$ cat src/rtl/seven_seg_scan_driver.sv
// Time-multiplexed seven-segment driver: frame-coherent shadow of the inputs, prescaled scan.
// Define SEVSEG_HEX_EN to decode codes 10..15 as A,b,C,d,E,F; otherwise those codes blank.
module seven_seg_scan_driver #(
    parameter int unsigned NUM_DIGITS  = 4,
    parameter int unsigned REFRESH_DIV = 100000,
    localparam int unsigned IDXW = (NUM_DIGITS > 1) ? $clog2(NUM_DIGITS) : 1
) (
    input  logic                    clk,
    input  logic                    rst,
    input  logic                    en,
    input  logic [4*NUM_DIGITS-1:0] nums,
    input  logic [NUM_DIGITS-1:0]   blank_mask,
    input  logic [NUM_DIGITS-1:0]   dp_in,
    output logic [6:0]              segments,
    output logic                    dp,
    output logic [NUM_DIGITS-1:0]   anode_active,
    output logic [IDXW-1:0]         digit_sel,
    output logic                    frame_tick
);

    localparam int unsigned PW = (REFRESH_DIV > 1) ? $clog2(REFRESH_DIV) : 1;
    localparam logic [PW-1:0]   PRES_LAST = PW'(REFRESH_DIV - 1);
    localparam logic [IDXW-1:0] IDX_LAST  = IDXW'(NUM_DIGITS - 1);
    localparam logic [6:0]      SEG_OFF   = 7'h7F;

    function automatic logic [6:0] decode(input logic [3:0] code);
        logic [6:0] seg;
        unique case (code)
            4'h0: seg = 7'b1000000;
            4'h1: seg = 7'b1111001;
            4'h2: seg = 7'b0100100;
            4'h3: seg = 7'b0110000;
            4'h4: seg = 7'b0011001;
            4'h5: seg = 7'b0010010;
            4'h6: seg = 7'b0000010;
            4'h7: seg = 7'b1111000;
            4'h8: seg = 7'b0000000;
            4'h9: seg = 7'b0010000;
`ifdef SEVSEG_HEX_EN
            4'hA: seg = 7'b0001000;
            4'hB: seg = 7'b0000011;
            4'hC: seg = 7'b1000110;
            4'hD: seg = 7'b0100001;
            4'hE: seg = 7'b0000110;
            4'hF: seg = 7'b0001110;
`else
            4'hA, 4'hB, 4'hC, 4'hD, 4'hE, 4'hF: seg = SEG_OFF;
`endif
            default: seg = SEG_OFF;
        endcase
        return seg;
    endfunction

    logic [PW-1:0]           pres_q, pres_d;
    logic [IDXW-1:0]         idx_q, idx_d;
    logic [4*NUM_DIGITS-1:0] nums_sh_q, nums_sh_d;
    logic [NUM_DIGITS-1:0]   blank_sh_q, blank_sh_d;
    logic [NUM_DIGITS-1:0]   dp_sh_q, dp_sh_d;

    logic [6:0]            seg_q, seg_d;
    logic                  dp_q, dp_d;
    logic [NUM_DIGITS-1:0] anode_q, anode_d;
    logic [IDXW-1:0]       sel_q, sel_d;
    logic                  tick_q, tick_d;

    logic [3:0] cur_nib;
    logic       cur_blank;
    logic       cur_dp;

    // Scan sequencing; the shadow only reloads while disabled or on frame wrap.
    always_comb begin
        pres_d     = pres_q;
        idx_d      = idx_q;
        nums_sh_d  = nums_sh_q;
        blank_sh_d = blank_sh_q;
        dp_sh_d    = dp_sh_q;
        tick_d     = 1'b0;
        if (!en) begin
            pres_d     = '0;
            idx_d      = '0;
            nums_sh_d  = nums;
            blank_sh_d = blank_mask;
            dp_sh_d    = dp_in;
        end else if (pres_q == PRES_LAST) begin
            pres_d = '0;
            if (idx_q == IDX_LAST) begin
                idx_d      = '0;
                nums_sh_d  = nums;
                blank_sh_d = blank_mask;
                dp_sh_d    = dp_in;
                tick_d     = 1'b1;
            end else begin
                idx_d = idx_q + 1'b1;
            end
        end else begin
            pres_d = pres_q + 1'b1;
        end
    end

    always_comb begin
        cur_nib   = '0;
        cur_blank = 1'b0;
        cur_dp    = 1'b0;
        anode_d   = '0;
        for (int i = 0; i < NUM_DIGITS; i++) begin
            if (idx_q == IDXW'(i)) begin
                cur_nib    = nums_sh_q[4*i +: 4];
                cur_blank  = blank_sh_q[i];
                cur_dp     = dp_sh_q[i];
                anode_d[i] = 1'b1;
            end
        end
        sel_d = idx_q;
        seg_d = cur_blank ? SEG_OFF : decode(cur_nib);
        dp_d  = cur_blank ? 1'b1 : ~cur_dp;
        if (!en) begin
            anode_d = '0;
            sel_d   = '0;
            seg_d   = SEG_OFF;
            dp_d    = 1'b1;
        end
    end

    always_ff @(posedge clk or posedge rst) begin
        if (rst) begin
            pres_q     <= '0;
            idx_q      <= '0;
            nums_sh_q  <= '0;
            blank_sh_q <= '0;
            dp_sh_q    <= '0;
            seg_q      <= SEG_OFF;
            dp_q       <= 1'b1;
            anode_q    <= '0;
            sel_q      <= '0;
            tick_q     <= 1'b0;
        end else begin
            pres_q     <= pres_d;
            idx_q      <= idx_d;
            nums_sh_q  <= nums_sh_d;
            blank_sh_q <= blank_sh_d;
            dp_sh_q    <= dp_sh_d;
            seg_q      <= seg_d;
            dp_q       <= dp_d;
            anode_q    <= anode_d;
            sel_q      <= sel_d;
            tick_q     <= tick_d;
        end
    end

    assign segments     = seg_q;
    assign dp           = dp_q;
    assign anode_active = anode_q;
    assign digit_sel    = sel_q;
    assign frame_tick   = tick_q;

endmodule

$ cat config.mk
export PLATFORM = sky130hd
export DESIGN_NAME = seven_seg_scan_driver
export DESIGN_NICKNAME = d
export VERILOG_FILES = /design/src/rtl/seven_seg_scan_driver.sv
export SDC_FILE = /design/constraint.sdc
export NUM_CORES = 1
export LEC_CHECK = 0
export CORE_MARGIN = 2
export CORE_UTILIZATION = 57
export CTS_BUF_LIST = sky130_fd_sc_hd__clkbuf_16
export DETAILED_ROUTE_END_ITERATION = 12
export PLACE_DENSITY = 0.83
export SYNTH_ARGS = -nofsm -noshare
export SYNTH_HDL_FRONTEND = slang
export SYNTH_SLANG_ARGS = --single-unit
$ cat constraint.sdc
create_clock -name clk -period 3.75 [get_ports clk]
set_clock_uncertainty 0.1 [all_clocks]
set_input_delay 0.5625 -clock clk [delete_from_list [all_inputs] [get_ports clk]]
set_output_delay 0.5625 -clock clk [all_outputs]
set_load 0.01 [all_outputs]
==> results of run 1 <==
registers in the layout (all words and copies together), names as in the netlist:
signal	cells
blank_sh_q	4
frame_tick	1
digit_sel	2
dp	1
segments	7
idx_q	2
nums_sh_q	16
pres_q	17
anode_active	4
dp_sh_q	4
cell type report:
| class | count | area (µm²) | area share |
|---|---|---|---|
| clock buffers | 9 | 225 | 0.0671 |
| well taps | 52 | 65.1 | 0.0194 |
| inverters | 6 | 22.5 | 0.00671 |
| flip-flops and latches | 58 | 1460 | 0.435 |
| multi-input cells | 156 | 1130 | 0.337 |
| clock inverters | 7 | 27.5 | 0.00820 |
| repair buffers | 43 | 425 | 0.127 |
cells by family after synthesis:
logic type                 Yosys count  synth area share
and+or+nand+nor                     77             0.151
AOI/OAI and AO/OA                   32            0.0881
DFF                                 58             0.550
xor gates and xnor gates            16            0.0528
buffers and inverters               12            0.0240
muxes                               25             0.106
adders and majority gates            6            0.0283
critical path: stages (launching register included):
cell      delay [ns]
dfrtp_1         0.38
ha_1            0.22
and4_4          0.26
nand2_1         0.07
nand4b_4        0.25
o21ai_4         0.64
mux2_2          0.42
through the flow:
step | hold WS [ns] | area, µm² | std cells | power [W] | worst slack [ns]
finish | 0.389 | 3360 | 331 | 0.00153 | 1.28
global route | 0.403 | 3360 | 331 | 0.00159 | 1.12
CTS | 0.392 | 3360 | 331 | 0.00154 | 1.27
detailed placement | 0.383 | 3100 | 315 | 0.000849 | 1.27
global placement | 0.359 | 3100 | 315 | 0.000842 | 1.37
floorplan | 0.348 | 2660 | 226 | 0.000784 | 1.67
path summary, 6_finish.rpt:
kind | endpoint | depth (start not counted) | startpoint | slack [ns]
max in group asynchronous | segments[1]$_DFF_PP1_ | 3 | rst | 2.40
max | dp_sh_q[3]$_DFFE_PP0P_ | 6 | pres_q[0]$_DFF_PP0_ | 1.28
max reg2reg | dp_sh_q[3]$_DFFE_PP0P_ | 6 | pres_q[0]$_DFF_PP0_ | 1.28
min reg2reg | nums_sh_q[6]$_DFFE_PP0P_ | 1 | nums_sh_q[6]$_DFFE_PP0P_ | 0.39
min | nums_sh_q[6]$_DFFE_PP0P_ | 1 | nums_sh_q[6]$_DFFE_PP0P_ | 0.39
min in group asynchronous | pres_q[12]$_DFF_PP0_ | 2 | rst | 0.48
cells in the final DEF (no fill, tap or decap), drive strengths merged, types with 3 or more instances in the layout:
cell type,count
dfrtp,50
clkdlybuf4s50,41
nor2,27
mux2,24
nand2,13
a21oi,10
xnor2,9
clkbuf,9
dfstp,8
and2,7
xor2,7
inv,7
ha,6
clkinv,6
nor3,5
nand3,5
nor2b,4
a22oi,3
o22ai,3
a21o,3
o21bai,3
and3,3
and4,3
power breakdown:
part	switching, W	internal, W
logic	0.0000707	0.0000830
registers	0.0000215	0.000668
clock network	0.000260	0.000430
total	0.000352	0.00118
metal layers:
layer / wire [µm] / global-route usage / vias to the layer above
li1: - / - / 883
met1: 2340 / 0.308 / 926
met2: 2860 / 0.373 / 68
met3: 240 / 0.0778 / 13
met4: 104 / 0.0985 / 0
met5: 0 / 0 / -
==> impl_metrics.yaml, run 1 <==
critical_path:
  cp_max_fo: 24
  arrival_ns: 2.58
  crit_path_end_kind: "flop"
  critPathLaunchType: "flop"
  crit_type: "reg2reg"
  crit_required_ns: 3.85
detailed_routing:
  vias_per_cell: 5.71
  drc: 0
  ant_nets: 0
  drt_pass1_iterations: 4
  post_drt_wl_per_cell_um: 16.7
  routed_wl_um: 5540
  via_count: 1890
  drt_iter0_drc: 205
yosys:
  synthTopCellsByCount: "50 x dfrtp_1, 27 x nor2_1, 20 x mux2_2, 13 x nand2_1"
  yosysTopAreaCell: "dfrtp_1"
  synth_fp_nets: 259
  synth_edf_count: 0
  yosysSeqAreaShare: 0.550
  synthesis.area_um2: 2660
  postSynth.asyncResetShare: 1.00
  synth_cells: 226
  synth_most_common_cell: "dfrtp_1"
  synth_seq_cells: 58
  syn_area_per_cell_um2: 11.7
  synth_cell_types: 44
  ys.flop_type: "dfrtp_1"
  synth.area.top_cells: "dfrtp_1 47%, mux2_2 8.5%, dfstp_2 7.9%"
  synth_top_area_share: 0.471
  synth_warnings: 0
layout:
  layout-drive-gt1-share: 0.168
  diodes: 0
  area_delta_synth_final_pct: 26.4
  fin_nets: 307
  nFillCells: 299
  final_util: 0.760
floorplan:
  rows: 24
  core-area_um2: 4410
  initial_core_util: 0.601
  io_pins: 42
  dieArea_um2: 5220
  die-width_um: 72.3
  die_h_um: 72.3
cts:
  cts.sinks: 58
  cts_resized: 0
  cts_buffer_depth: 2
  cts_tree: "yes"
  insertion_delay_ns: 0.32
  htree_levels: 3
  postCtsSetupBuffers: 0
  clk_pin_slew_ns: 0.05
  cts_hold_buffers: 0
  cts_buffers: 9
  root_buffer: "clkbuf_16"
timing:
  setup_tns_ns: 0
  hold_viol: 0
  fmax_mhz: 404
  setup_viol: 0
  min_period_over_period: 0.660
  rsz0062_at_grt: "no"
  finalCriticalPeriod_ns: 2.47
  worstMarginPinSlew_ns: 0.739
  slew_violations: 0
  slew_headroom: 0.505
global_routing:
  grt_pass1_vias: 1920
  grt_start_max_net_pins: 25
  antenna_found_initial: 0
  gr-total-overflow: 0
  grt_pass1_wl_um: 9280
  track_usage: 0.239
pwr:
  p_leak_nw: 1.44
  vdd_drop_max_v: 0.000351
  powerDensity_nw_per_um2: 457
outcome:
  outcome: "finished clean"
place:
  gp_congestion: 0.861
  dp_hpwl_um: 3630
  place.port_buffers: 41
job:
  max_cap_viol_count: 0
min_path:
  min_path_type: "reg2reg"
No activity file was read; power rests on OpenSTA's default activity.
==> inputs of run 2 (changes only) <==
--- a/config.mk
+++ b/config.mk
@@ -6,10 +6,10 @@
 export NUM_CORES = 1
 export LEC_CHECK = 0
 export CORE_MARGIN = 2
-export CORE_UTILIZATION = 57
+export CORE_UTILIZATION = 48
 export CTS_BUF_LIST = sky130_fd_sc_hd__clkbuf_16
 export DETAILED_ROUTE_END_ITERATION = 12
-export PLACE_DENSITY = 0.83
+export PLACE_DENSITY = 0.74
 export SYNTH_ARGS = -nofsm -noshare
 export SYNTH_HDL_FRONTEND = slang
 export SYNTH_SLANG_ARGS = --single-unit
==> constraint.sdc (replaced) <==
create_clock -name clk -period 2.05 [get_ports clk]
set_clock_uncertainty 0.1 [all_clocks]
set_input_delay 0.3075 -clock clk [delete_from_list [all_inputs] [get_ports clk]]
set_output_delay 0.3075 -clock clk [all_outputs]
set_load 0.01 [all_outputs]
==> impl_metrics.yaml, run 2 (synthesis results as in run 1) <==
critical_path:
  crit_path_top_delay_cell: "dfrtp_1"
  crit_path_end_kind: "flop"
  rrSetupSlack_ns: -0.01
  r2r_cells: 8
  crit_family: "compound AO/OA/AOI/OAI gates"
  cp_max_fo: 5
  cp-startpoint: "idx_q[0]$_DFFE_PP0P_"
  crit_end: "segments[3]$_DFF_PP1_"
  critPathLaunchType: "flop"
  slowest_delay_ns: 0.44
  r2r-start: "idx_q[0]$_DFFE_PP0P_"
  crit_type: "reg2reg"
  path_buf_inv: 1
  arrival_ns: 2.21
  crit_required_ns: 2.20
  crit_cells: 8
  r2r-end: "segments[3]$_DFF_PP1_"
  path_cells: "inv_2 > ha_2 > nor2b_4 > a22oi_2 > a21oi_2 > ha_4 > a21oi_1 > nand3b_1"
floorplan:
  core-area_um2: 5440
  io_pins: 42
  rows: 27
  die_h_um: 78.4
  initial_core_util: 0.488
  dieArea_um2: 6140
  die-width_um: 78.4
layout:
  fin_cells: 369
  mostFrequentLayoutCell: "dfrtp_1"
  largest_reg_flops: 17
  diodes: 0
  regMostFlops: "pres_q"
  layout-drive-gt1-share: 0.303
  fin_nets: 325
  area_delta_synth_final_pct: 37.6
  layout_common_cells: "49 x dfrtp_1, 41 x clkdlybuf4s50_1, 26 x nor2_1"
global_routing:
  track_usage: 0.193
  grt_pass1_wl_um: 9050
  grt_pass1_vias: 1926
  antenna_found_initial: 0
  grt_start_max_net_pins: 59
  gr-total-overflow: 0
place:
  gp_congestion: 0.835
  place.port_buffers: 41
  dp_hpwl_um: 3610
  placed_cells: 351
cts:
  cts_buffer_depth: 2
  htree_levels: 3
  cts_hold_buffers: 0
  root_buffer: "clkbuf_16"
  insertion_delay_ns: 0.32
  cts.sinks: 58
  clk_pin_slew_ns: 0.05
  cts_buffers: 9
  cts_tree: "yes"
detailed_routing:
  ant_nets: 0
  drc: 0
  routed_wl_um: 5370
  vias_per_cell: 5.15
  via_count: 1901
  drt_iter0_drc: 73
  post_drt_wl_per_cell_um: 14.5
  drt_pass1_iterations: 4
pwr:
  vdd_drop_max_v: 0.000577
  powerDensity_nw_per_um2: 777
  p_leak_nw: 1.57
  report.power.total_w: 0.00284
outcome:
  outcome: "complete, but fails checks"
  violations: "negative setup slack"
timing:
  fmax_mhz: 485
  finalCriticalPeriod_ns: 2.06
  setup_viol: 1
  slew_violations: 0
  setup_ws_ns: -0.0103
  min_period_over_period: 1.01
  hold_viol: 0
  rsz0062_at_grt: "yes"
  slew_headroom: 0.751
  worstMarginPinSlew_ns: 0.373
job:
  max_cap_viol_count: 0
min_path:
  min_path_type: "in2async"
run 2: final cells by class:
class                           count  area, µm²
Multi-Input combinational cell    156       1220
Clock inverter                      7       30.0
Inverter                            6       22.5
Sequential cell                    58       1460
Tap cell                           72       90.1
Fill cell                         412       1790
Timing Repair Buffer               61        598
Clock buffer                        9        225
run 2: layer usage:
metal  wire [µm]  GRT usage
met4          85     0.0807
met1        2420      0.238
met3         195     0.0609
met2        2670      0.316
met5           0          0
run 2: worst min path at each step:
stage,from,endpoint,cells after the start
6_report,rst,pres_q[15]$_DFF_PP0_,3
5_1_grt,rst,pres_q[12]$_DFF_PP0_,3
4_1_cts,rst,anode_active[1]$_DFF_PP0_,3
3_5_place_dp,nums_sh_q[14]$_DFFE_PP0P_,nums_sh_q[14]$_DFFE_PP0P_,1
3_3_place_gp,nums_sh_q[5]$_DFFE_PP0P_,nums_sh_q[5]$_DFFE_PP0P_,1
2_1_floorplan,blank_mask[3],blank_sh_q[3]$_DFFE_PP0P_,1
run 2: timing repair:
action                                  CTS  global route
endpoints found under the setup margin    6            31
resized for setup                         3            23
hold endpoints to repair                  0             0
buffers inserted                          0             2
pin swaps                                 2             3
run 2: worst register-to-register path, cell delays in order, from the launching register on:
cell	delay, ns
dfrtp_1	0.44
inv_2	0.12
ha_2	0.19
nor2b_4	0.20
a22oi_2	0.07
a21oi_2	0.34
ha_4	0.27
a21oi_1	0.14
nand3b_1	0.12
run 2: where the power goes:
group / switching [W] / internal (W)
Sequential: 0.0000412 / 0.00122
Clock: 0.000464 / 0.000789
Combinational: 0.000138 / 0.000185
run 2: metrics by stage:
stage               hold slack [ns]  setup TNS [ns]   util  setup slack, ns  area (µm²)
floorplan                     0.342               0      -          0.00196        2660
global placement              0.372               0  0.604           0.0299        3290
detailed placement            0.377         -0.0384  0.604          -0.0299        3290
CTS                           0.285               0  0.653           0.0130        3550
global route                  0.310           -1.37  0.672          -0.0855        3650
finish                        0.262         -0.0103  0.672          -0.0103        3650
